### config.mk
export PLATFORM = sky130hd
export DESIGN_NAME = pipeline_hazard_ctrl
export DESIGN_NICKNAME = d
export VERILOG_FILES = /design/src/rtl/pipeline_hazard_ctrl_pkg.sv /design/src/rtl/sat_counter.sv /design/src/rtl/pipeline_hazard_ctrl.sv
export SDC_FILE = /design/constraint.sdc
export NUM_CORES = 1
export LEC_CHECK = 0
export ABC_AREA = 1
export CORE_MARGIN = 5
export CORE_UTILIZATION = 52
export CTS_CLUSTER_DIAMETER = 30
export DETAILED_ROUTE_END_ITERATION = 10
export PLACE_DENSITY = 0.77
export SLEW_MARGIN = 20
export SYNTH_ARGS = -nofsm -noshare
export SYNTH_HDL_FRONTEND = slang
export SYNTH_SLANG_ARGS = --single-unit
### constraint.sdc
create_clock -name clk -period 2.3 [get_ports clk]
set_input_delay 0.46 -clock clk [delete_from_list [all_inputs] [get_ports clk]]
set_output_delay 0.46 -clock clk [all_outputs]
set_load 0.02 [all_outputs]
### src/rtl/pipeline_hazard_ctrl_pkg.sv
// Shared pipeline types: per-register bubble control and the hazard sequencer state.
package pipeline_hazard_ctrl_pkg;

  // Synchronous clear request for a pipeline register (RESET_RESET inserts a bubble).
  typedef enum logic {
    RESET_CONTINUE = 1'b0,
    RESET_RESET    = 1'b1
  } reset_t;

  // ST_REDIR: a redirect was taken while a wrong-path fetch was still outstanding.
  typedef enum logic [1:0] {
    ST_RUN   = 2'd0,
    ST_REDIR = 2'd1
  } hz_state_t;

endpackage

### src/rtl/sat_counter.sv
// Saturating up-counter.
//   clk_i    clock, rising edge
//   rst_ni   asynchronous active-low clear
//   inc_i    count one when high
//   value_o  current count; sticks at all-ones
module sat_counter #(
  parameter int unsigned W = 32
) (
  input  logic         clk_i,
  input  logic         rst_ni,
  input  logic         inc_i,
  output logic [W-1:0] value_o
);

  logic [W-1:0] cnt_q, cnt_d;

  always_comb begin
    cnt_d = cnt_q;
    if (inc_i && (cnt_q != '1)) begin
      cnt_d = cnt_q + W'(1);
    end
  end

  always_ff @(posedge clk_i or negedge rst_ni) begin
    if (!rst_ni) begin
      cnt_q <= '0;
    end else begin
      cnt_q <= cnt_d;
    end
  end

  assign value_o = cnt_q;

endmodule

### src/rtl/pipeline_hazard_ctrl.sv
// Stall/flush sequencer for the 5-stage pipeline.
//   clk, reset (async, active-low)
//   Iwait, Dwait, exe_is_waiting, load_use_D, branch_taken_E : hazard events
//   stall_PC, stall_IF_ID                                      : hold controls
//   reset_IF_ID/ID_EX/EX_MEM/MEM_WB                            : bubble controls
//   redirect_pending                                           : wrong-path fetch still in flight
//   stall_cycles                                               : saturating frozen/bubbled count
module pipeline_hazard_ctrl
  import pipeline_hazard_ctrl_pkg::*;
#(
  parameter int unsigned CNT_W = 32
) (
  input  logic             clk,
  input  logic             reset,
  input  logic             Iwait,
  input  logic             Dwait,
  input  logic             exe_is_waiting,
  input  logic             load_use_D,
  input  logic             branch_taken_E,
  output logic             stall_PC,
  output logic             stall_IF_ID,
  output reset_t           reset_IF_ID,
  output reset_t           reset_ID_EX,
  output reset_t           reset_EX_MEM,
  output reset_t           reset_MEM_WB,
  output logic             redirect_pending,
  output logic [CNT_W-1:0] stall_cycles
);

  hz_state_t state_q, state_d;
  logic      freeze;
  logic      stall_inc;

  always_comb begin
    freeze           = Dwait | exe_is_waiting;
    state_d          = state_q;
    stall_PC         = 1'b0;
    stall_IF_ID      = 1'b0;
    reset_IF_ID      = RESET_CONTINUE;
    reset_ID_EX      = RESET_CONTINUE;
    reset_EX_MEM     = RESET_CONTINUE;
    reset_MEM_WB     = RESET_CONTINUE;
    redirect_pending = reset && (state_q == ST_REDIR);

    if (!reset) begin
      reset_IF_ID  = RESET_RESET;
      reset_ID_EX  = RESET_RESET;
      reset_EX_MEM = RESET_RESET;
      reset_MEM_WB = RESET_RESET;
      state_d      = ST_RUN;
    end else if (freeze) begin
      // Whole front end holds; EX keeps any branch so it is re-presented afterwards.
      stall_PC    = 1'b1;
      stall_IF_ID = 1'b1;
    end else if (branch_taken_E) begin
      reset_IF_ID = RESET_RESET;
      reset_ID_EX = RESET_RESET;
      state_d     = Iwait ? ST_REDIR : ST_RUN;
    end else if ((state_q == ST_REDIR) && !Iwait) begin
      // Wrong-path word lands now: drop it while the redirected PC issues.
      reset_IF_ID = RESET_RESET;
      state_d     = ST_RUN;
    end else if (load_use_D || Iwait) begin
      stall_PC    = 1'b1;
      stall_IF_ID = 1'b1;
      reset_ID_EX = RESET_RESET;
    end

    stall_inc = reset & (freeze | stall_PC | (reset_ID_EX == RESET_RESET));
  end

  always_ff @(posedge clk or negedge reset) begin
    if (!reset) begin
      state_q <= ST_RUN;
    end else begin
      state_q <= state_d;
    end
  end

  sat_counter #(
    .W(CNT_W)
  ) u_stall_cnt (
    .clk_i  (clk),
    .rst_ni (reset),
    .inc_i  (stall_inc),
    .value_o(stall_cycles)
  );

endmodule

==> out/metrics.yaml, run 1 <==
wl_um: 6039
yosysTopAreaCell: "dfrtp_1"
clockBufferDepth: 2
cts.sinks: 33
comb_power_share: 0.256
drc_errors: 0
yosysUniqueCellTypes: 24
switching_share: 0.3353
powerDensity_nw_per_um2: 521.3
status: "finished clean"
syn-instance-count: 382
fp.dieH_um: 77.42
fin_util: 0.6658
syn_area_um2: 2364
synth-edff-count: 0
cp_max_fo: 4
finalHoldViolCount: 0
tightest_slew_ps: 307.4
ir_worst_vdd_uv: 580.0
clkTransAtPathRegs_ps: 70
grt_antenna_before_repair: 0
async_reset_ff_frac: 1.000
ios: 46
yosysWarnings: 0
leakage_nw: 1.374
rows: 24
hp-class: "in2async"
synth_top_area_frac: 0.3494
seq_area_frac_synth: 0.3494
vias: 2417
dieArea_um2: 5994
critPathKind: "in2out"
antenna_cells: 0
cts_buffers: 5
root_buffer: "clkbuf_8"
holdBufCountCts: 0
worst_slew_margin_rel: 0.7951
core_area_um2: 4384
switchingPower_w: 0.0005102
nets: 440
p_seq_frac: 0.463
h-tree-depth: 2
start_util: 0.5391
skew_ps: 4.509
ys_seq_elements: 33
grt_pass1_vias: 2323
syn_avg_cell_area_um2: 6.187
fin_setup_tns_ps: 0
arrival_ps: 1640
synthToLayoutAreaGrowth_pct: 23.50
clk_latency_ps: 280
max_clock_freq_ghz: 0.4767
ys_top_cells_by_area: "dfrtp_1 (35%), nand2_1 (32%), nor2_1 (8.9%), inv_1 (4.8%), nand3_1 (3.8%)"
netlist_top_cells_count: "nand2_1 (200), nor2_1 (56), dfrtp_1 (33)"
n_fill_cell: 438
place_congestion: 0.9669
p_clk_frac: 0.281
route.detailed.wl_per_inst_um: 12.45
syn_nets: 390
finalSetupViolCount: 0
dpl.hpwl_um: 4616
drt-initial-drc-count: 155
yosysMostFrequentCell: "nand2_1"
drive_above_1_share: 0.04850
internal_power_w: 0.001011
viasPerCell: 4.984
maxCapViolCount: 0
drtPass1Iterations: 4
endpoint_kind: "output pin"
crit_path_start_kind: "primary input"
track_usage: 0.2158
port-buffer-count: 45
post-route-min-period_ps: 2098
cp.required_ps: 1840
synth-main-ff-cell: "dfrtp_1"
final_max_slew_viol_count: 0
rsz0062_at_grt: "false"
fin_crit_sh: 0.9121
die_w_um: 77.42
grt_pass1_wl_um: 10760
overflow: 0
antenna_left: 0
grt_max_degree: 28
tritoncts: "built"
## worst paths after layout
check,startpoint,to,slack (ps),cells after the start
min in group clk,u_stall_cnt.value_o[31],u_stall_cnt.value_o[31],560,2
max in group asynchronous,reset,u_stall_cnt.value_o[3],1860,2
worst max-delay path,Iwait,stall_IF_ID,200,4
worst min register to register,u_stall_cnt.value_o[31],u_stall_cnt.value_o[31],560,2
worst max register to register,u_stall_cnt.value_o[0],u_stall_cnt.value_o[15],430,10
worst min-delay path,reset,u_stall_cnt.value_o[18],150,2
## power by group through the flow
stage,Clock (W),Sequential [W],Combinational [W]
floorplan,0,0.000754,0.000181
global placement,0,0.000712,0.000390
detailed placement,0,0.000714,0.000396
CTS,0.000434,0.000704,0.000394
global route,0.000462,0.000715,0.000425
finish,0.000427,0.000705,0.000389
## per-stage QoR
stage | cells | hold WS, ps | instance area, um2 | setup WS (ps) | power, W
floorplan | 382 | 164.4 | 2364 | 337.8 | 0.0009346
global placement | 477 | 464.5 | 2840 | -80.06 | 0.001102
detailed placement | 477 | 459.4 | 2840 | -115.0 | 0.001110
CTS | 485 | 158.6 | 2917 | 26.17 | 0.001532
global route | 485 | 177.6 | 2919 | 91.54 | 0.001602
finish | 485 | 147.5 | 2919 | 202.1 | 0.001522
## state kept, by name, summed over array words and instances (netlist names)
signal               flops
u_stall_cnt.value_o     32
state_q                  1
## placed cells by master, fill, tap and decap left out, drive strengths merged, types with 3 or more instances in the layout
cell type and n:
clkbuf 8, nor2 59, nand4 4, clkdlybuf4s50 40, xnor2 5, dlygate4sd2 3
buf 6, dfrtp 33, inv 32, nand3 18, o21ai 9, xor2 6
nand2 205
## worst max-delay path, stage by stage
cell	delay, ps
clkdlybuf4s50_1	520
a21oi_1	60
o31ai_1	230
dlygate4sd2_1	370
## layer usage
| metal | vias to the layer above | wire, um | GRT usage |
|---|---|---|---|
| met5 | - | 0 | 0 |
| met4 | 0 | 81 | 0.05326 |
| met3 | 10 | 354 | 0.04398 |
| met2 | 64 | 2821 | 0.3645 |
| met1 | 1085 | 2782 | 0.2830 |
| li1 | 1258 | - | - |
## timing repair
item                       4_1_cts  5_1_grt
buffers inserted                 0        0
setup endpoints to repair        3        1
gates resized for setup          4        1
## logic make-up (layout without fill, tap and decap cells)
logic type / after synthesis / in the layout / share of synthesized area
flip-flops: 33 / 33 / 0.3494
adder cells (fa/ha/maj): 1 / 1 / 0.005293
AO/OA/AOI/OAI: 11 / 11 / 0.02435
AND/OR/NAND/NOR: 287 / 287 / 0.4971
XOR/XNOR: 11 / 11 / 0.04076
buffers and inverters: 39 / 90 / 0.08311
## area by class of cell
cell class | instances | area (um2) | share of cell area
Tap cell | 52 | 65.06 | 0.02229
Sequential cell | 33 | 825.8 | 0.2829
Multi-Input combinational cell | 310 | 1341 | 0.4595
Clock buffer | 8 | 80.08 | 0.02743
Timing Repair Buffer | 50 | 481.7 | 0.1650
Inverter | 32 | 125.1 | 0.04286
Note: power is estimated with default switching activity, not from simulation.
==> run 2: changes to the inputs <==
--- a/config.mk
+++ b/config.mk
@@ -6,11 +6,14 @@
 export NUM_CORES = 1
 export LEC_CHECK = 0
 export ABC_AREA = 1
+export CELL_PAD_IN_SITES_DETAIL_PLACEMENT = 2
+export CELL_PAD_IN_SITES_GLOBAL_PLACEMENT = 2
 export CORE_MARGIN = 5
-export CORE_UTILIZATION = 52
+export CORE_UTILIZATION = 27
 export CTS_CLUSTER_DIAMETER = 30
 export DETAILED_ROUTE_END_ITERATION = 10
-export PLACE_DENSITY = 0.77
+export GPL_ROUTABILITY_DRIVEN = 0
+export PLACE_DENSITY = 0.76
 export SLEW_MARGIN = 20
 export SYNTH_ARGS = -nofsm -noshare
 export SYNTH_HDL_FRONTEND = slang
==> run 2 against run 1 <==
Effect of this change:
- die area rose by 79%
- cell area is 4.5% higher
- sequential share of layout area decreased by 1.2 points
- global-route usage fell by 5.4 points
- clock skew increased by 5.8 ps
- non-clock buffer count is 2 higher
- utilization fell by 31 points
- first-iteration DRC count fell by 72%
- register-to-register slack lost 200 ps
- sequential power is essentially flat
- final cell count rose by 12%
- largest power group unchanged
==> out/metrics.yaml, run 2 (synthesis results as in run 1) <==
max_clock_freq_ghz: 0.4696
ir_worst_vdd_uv: 367.4
start_util: 0.2737
final_common_cell: "nand2_1"
dpl.hpwl_um: 6741
cts.sinks: 33
grt_pass1_vias: 2817
grt_pass1_wl_um: 14420
tightest_slew_ps: 384.1
powerDensity_nw_per_um2: 554.8
drt-initial-drc-count: 43
vias: 2545
overflow: 0
drtPass1Iterations: 4
drive_above_1_share: 0.05977
fin_crit_sh: 0.9258
cp.required_ps: 1840
final_cell_mix: "nand2_1 (200), nor2_1 (56), clkdlybuf4s50_1 (40)"
leakage_nw: 1.394
rrSetupSlack_ps: 230
r2r_end: "u_stall_cnt.value_o[9]"
post-route-min-period_ps: 2129
rsz0062_at_grt: "false"
h-tree-depth: 2
root_buffer: "clkbuf_8"
endpoint_kind: "output pin"
route.detailed.wl_per_inst_um: 15.63
fin_util: 0.3531
nets: 442
core_area_um2: 8636
clkTransAtPathRegs_ps: 80
status: "finished clean"
antenna_cells: 0
rows: 34
clk_latency_ps: 300
fin_cells: 543
worst_slew_margin_rel: 0.7430
maxCapViolCount: 0
synthToLayoutAreaGrowth_pct: 29.01
wl_um: 8485
cp_max_fo: 3
port-buffer-count: 45
antenna_left: 0
grt_antenna_before_repair: 0
tritoncts: "built"
arrival_ps: 1670
ios: 46
hp-class: "in2async"
n_fill_cell: 1085
fp.dieH_um: 103.6
cts_buffers: 5
drc_errors: 0
layout.area.seq_um2: 825.8
place_inst: 535
dieArea_um2: 10720
multi_input_area_um2: 1341
track_usage: 0.1613
critPathKind: "in2out"
final_max_slew_viol_count: 0
largest_reg_flops: 32
finalHoldViolCount: 0
r2r_start: "u_stall_cnt.value_o[0]"
die_w_um: 103.6
crit_path_start_kind: "primary input"
skew_ps: 10.34
viasPerCell: 4.687
finalSetupViolCount: 0
rr_worst_depth: 10
grt_max_degree: 28
clockBufferDepth: 2
[run 2: cell count changes in the layout (fill, tap and decap cells not counted), sizes merged]
cell and change:
bufinv +1, clkinv +1, dlymetal6s2s -1, clkinvlp +1
clkbuf -3, clkdlybuf4s15 +1, buf +2
[run 2: repair_timing]
action,in CTS,in global routing
setup endpoints to repair,4,1
pin swaps,0,0
hold endpoints to repair,0,0
hold buffers,0,0
buffers inserted,0,0
resized for setup,5,1
[run 2: final cells by class]
type	count	share of cell area
clock inverters	3	0.01518
well taps	108	0.04432
flip-flops and latches	33	0.2708
inverters	32	0.04103
repair buffers	52	0.1662
clock buffers	5	0.02257
multi-input cells	310	0.4399
[run 2: how the worst max path moves through the flow]
stage	start	endpoint	slack, ps	cells after the start
floorplan	reset	stall_PC	340	3
global placement	exe_is_waiting	reset_ID_EX	-90	4
detailed placement	Iwait	stall_PC	-160	4
CTS	Iwait	reset_IF_ID	140	6
global route	Iwait	reset_IF_ID	20	6
finish	Iwait	stall_PC	170	4
[run 2: through the flow]
step                      TNS [ps]  area, um2  hold slack [ps]  power [W]  setup WS (ps)
after detailed placement    -498.3       2938            503.9   0.001131         -158.9
after floorplan                  0       2364            164.4  0.0009346          337.8
after global placement      -311.6       2938            497.2   0.001115         -86.14
after CTS                        0       3048            188.6   0.001726          142.6
after global routing             0       3049            207.4   0.001781          22.16
final                            0       3049            174.7   0.001692          170.7
[run 2: routing by layer]
layer / wire [um] / vias up / GRT usage
li1: - / 1259 / -
met1: 3821 / 1255 / 0.2017
met2: 4372 / 25 / 0.2905
met3: 210 / 6 / 0.02612
met4: 80 / 0 / 0.03280
met5: 0 / - / 0
[run 2: worst max-delay path, stage by stage]
cell and delay (ps):
clkdlybuf4s50_1 510, a21oi_1 70, o31ai_1 250, dlygate4sd2_1 380
[run 2: power breakdown]
group	internal, W	leakage [nW]	switching, W
combinational	0.000171	0.886	0.000228
sequential	0.000625	0.453	0.0000810
clock	0.000325	0.0543	0.000262
total	0.00112	1.39	0.000571
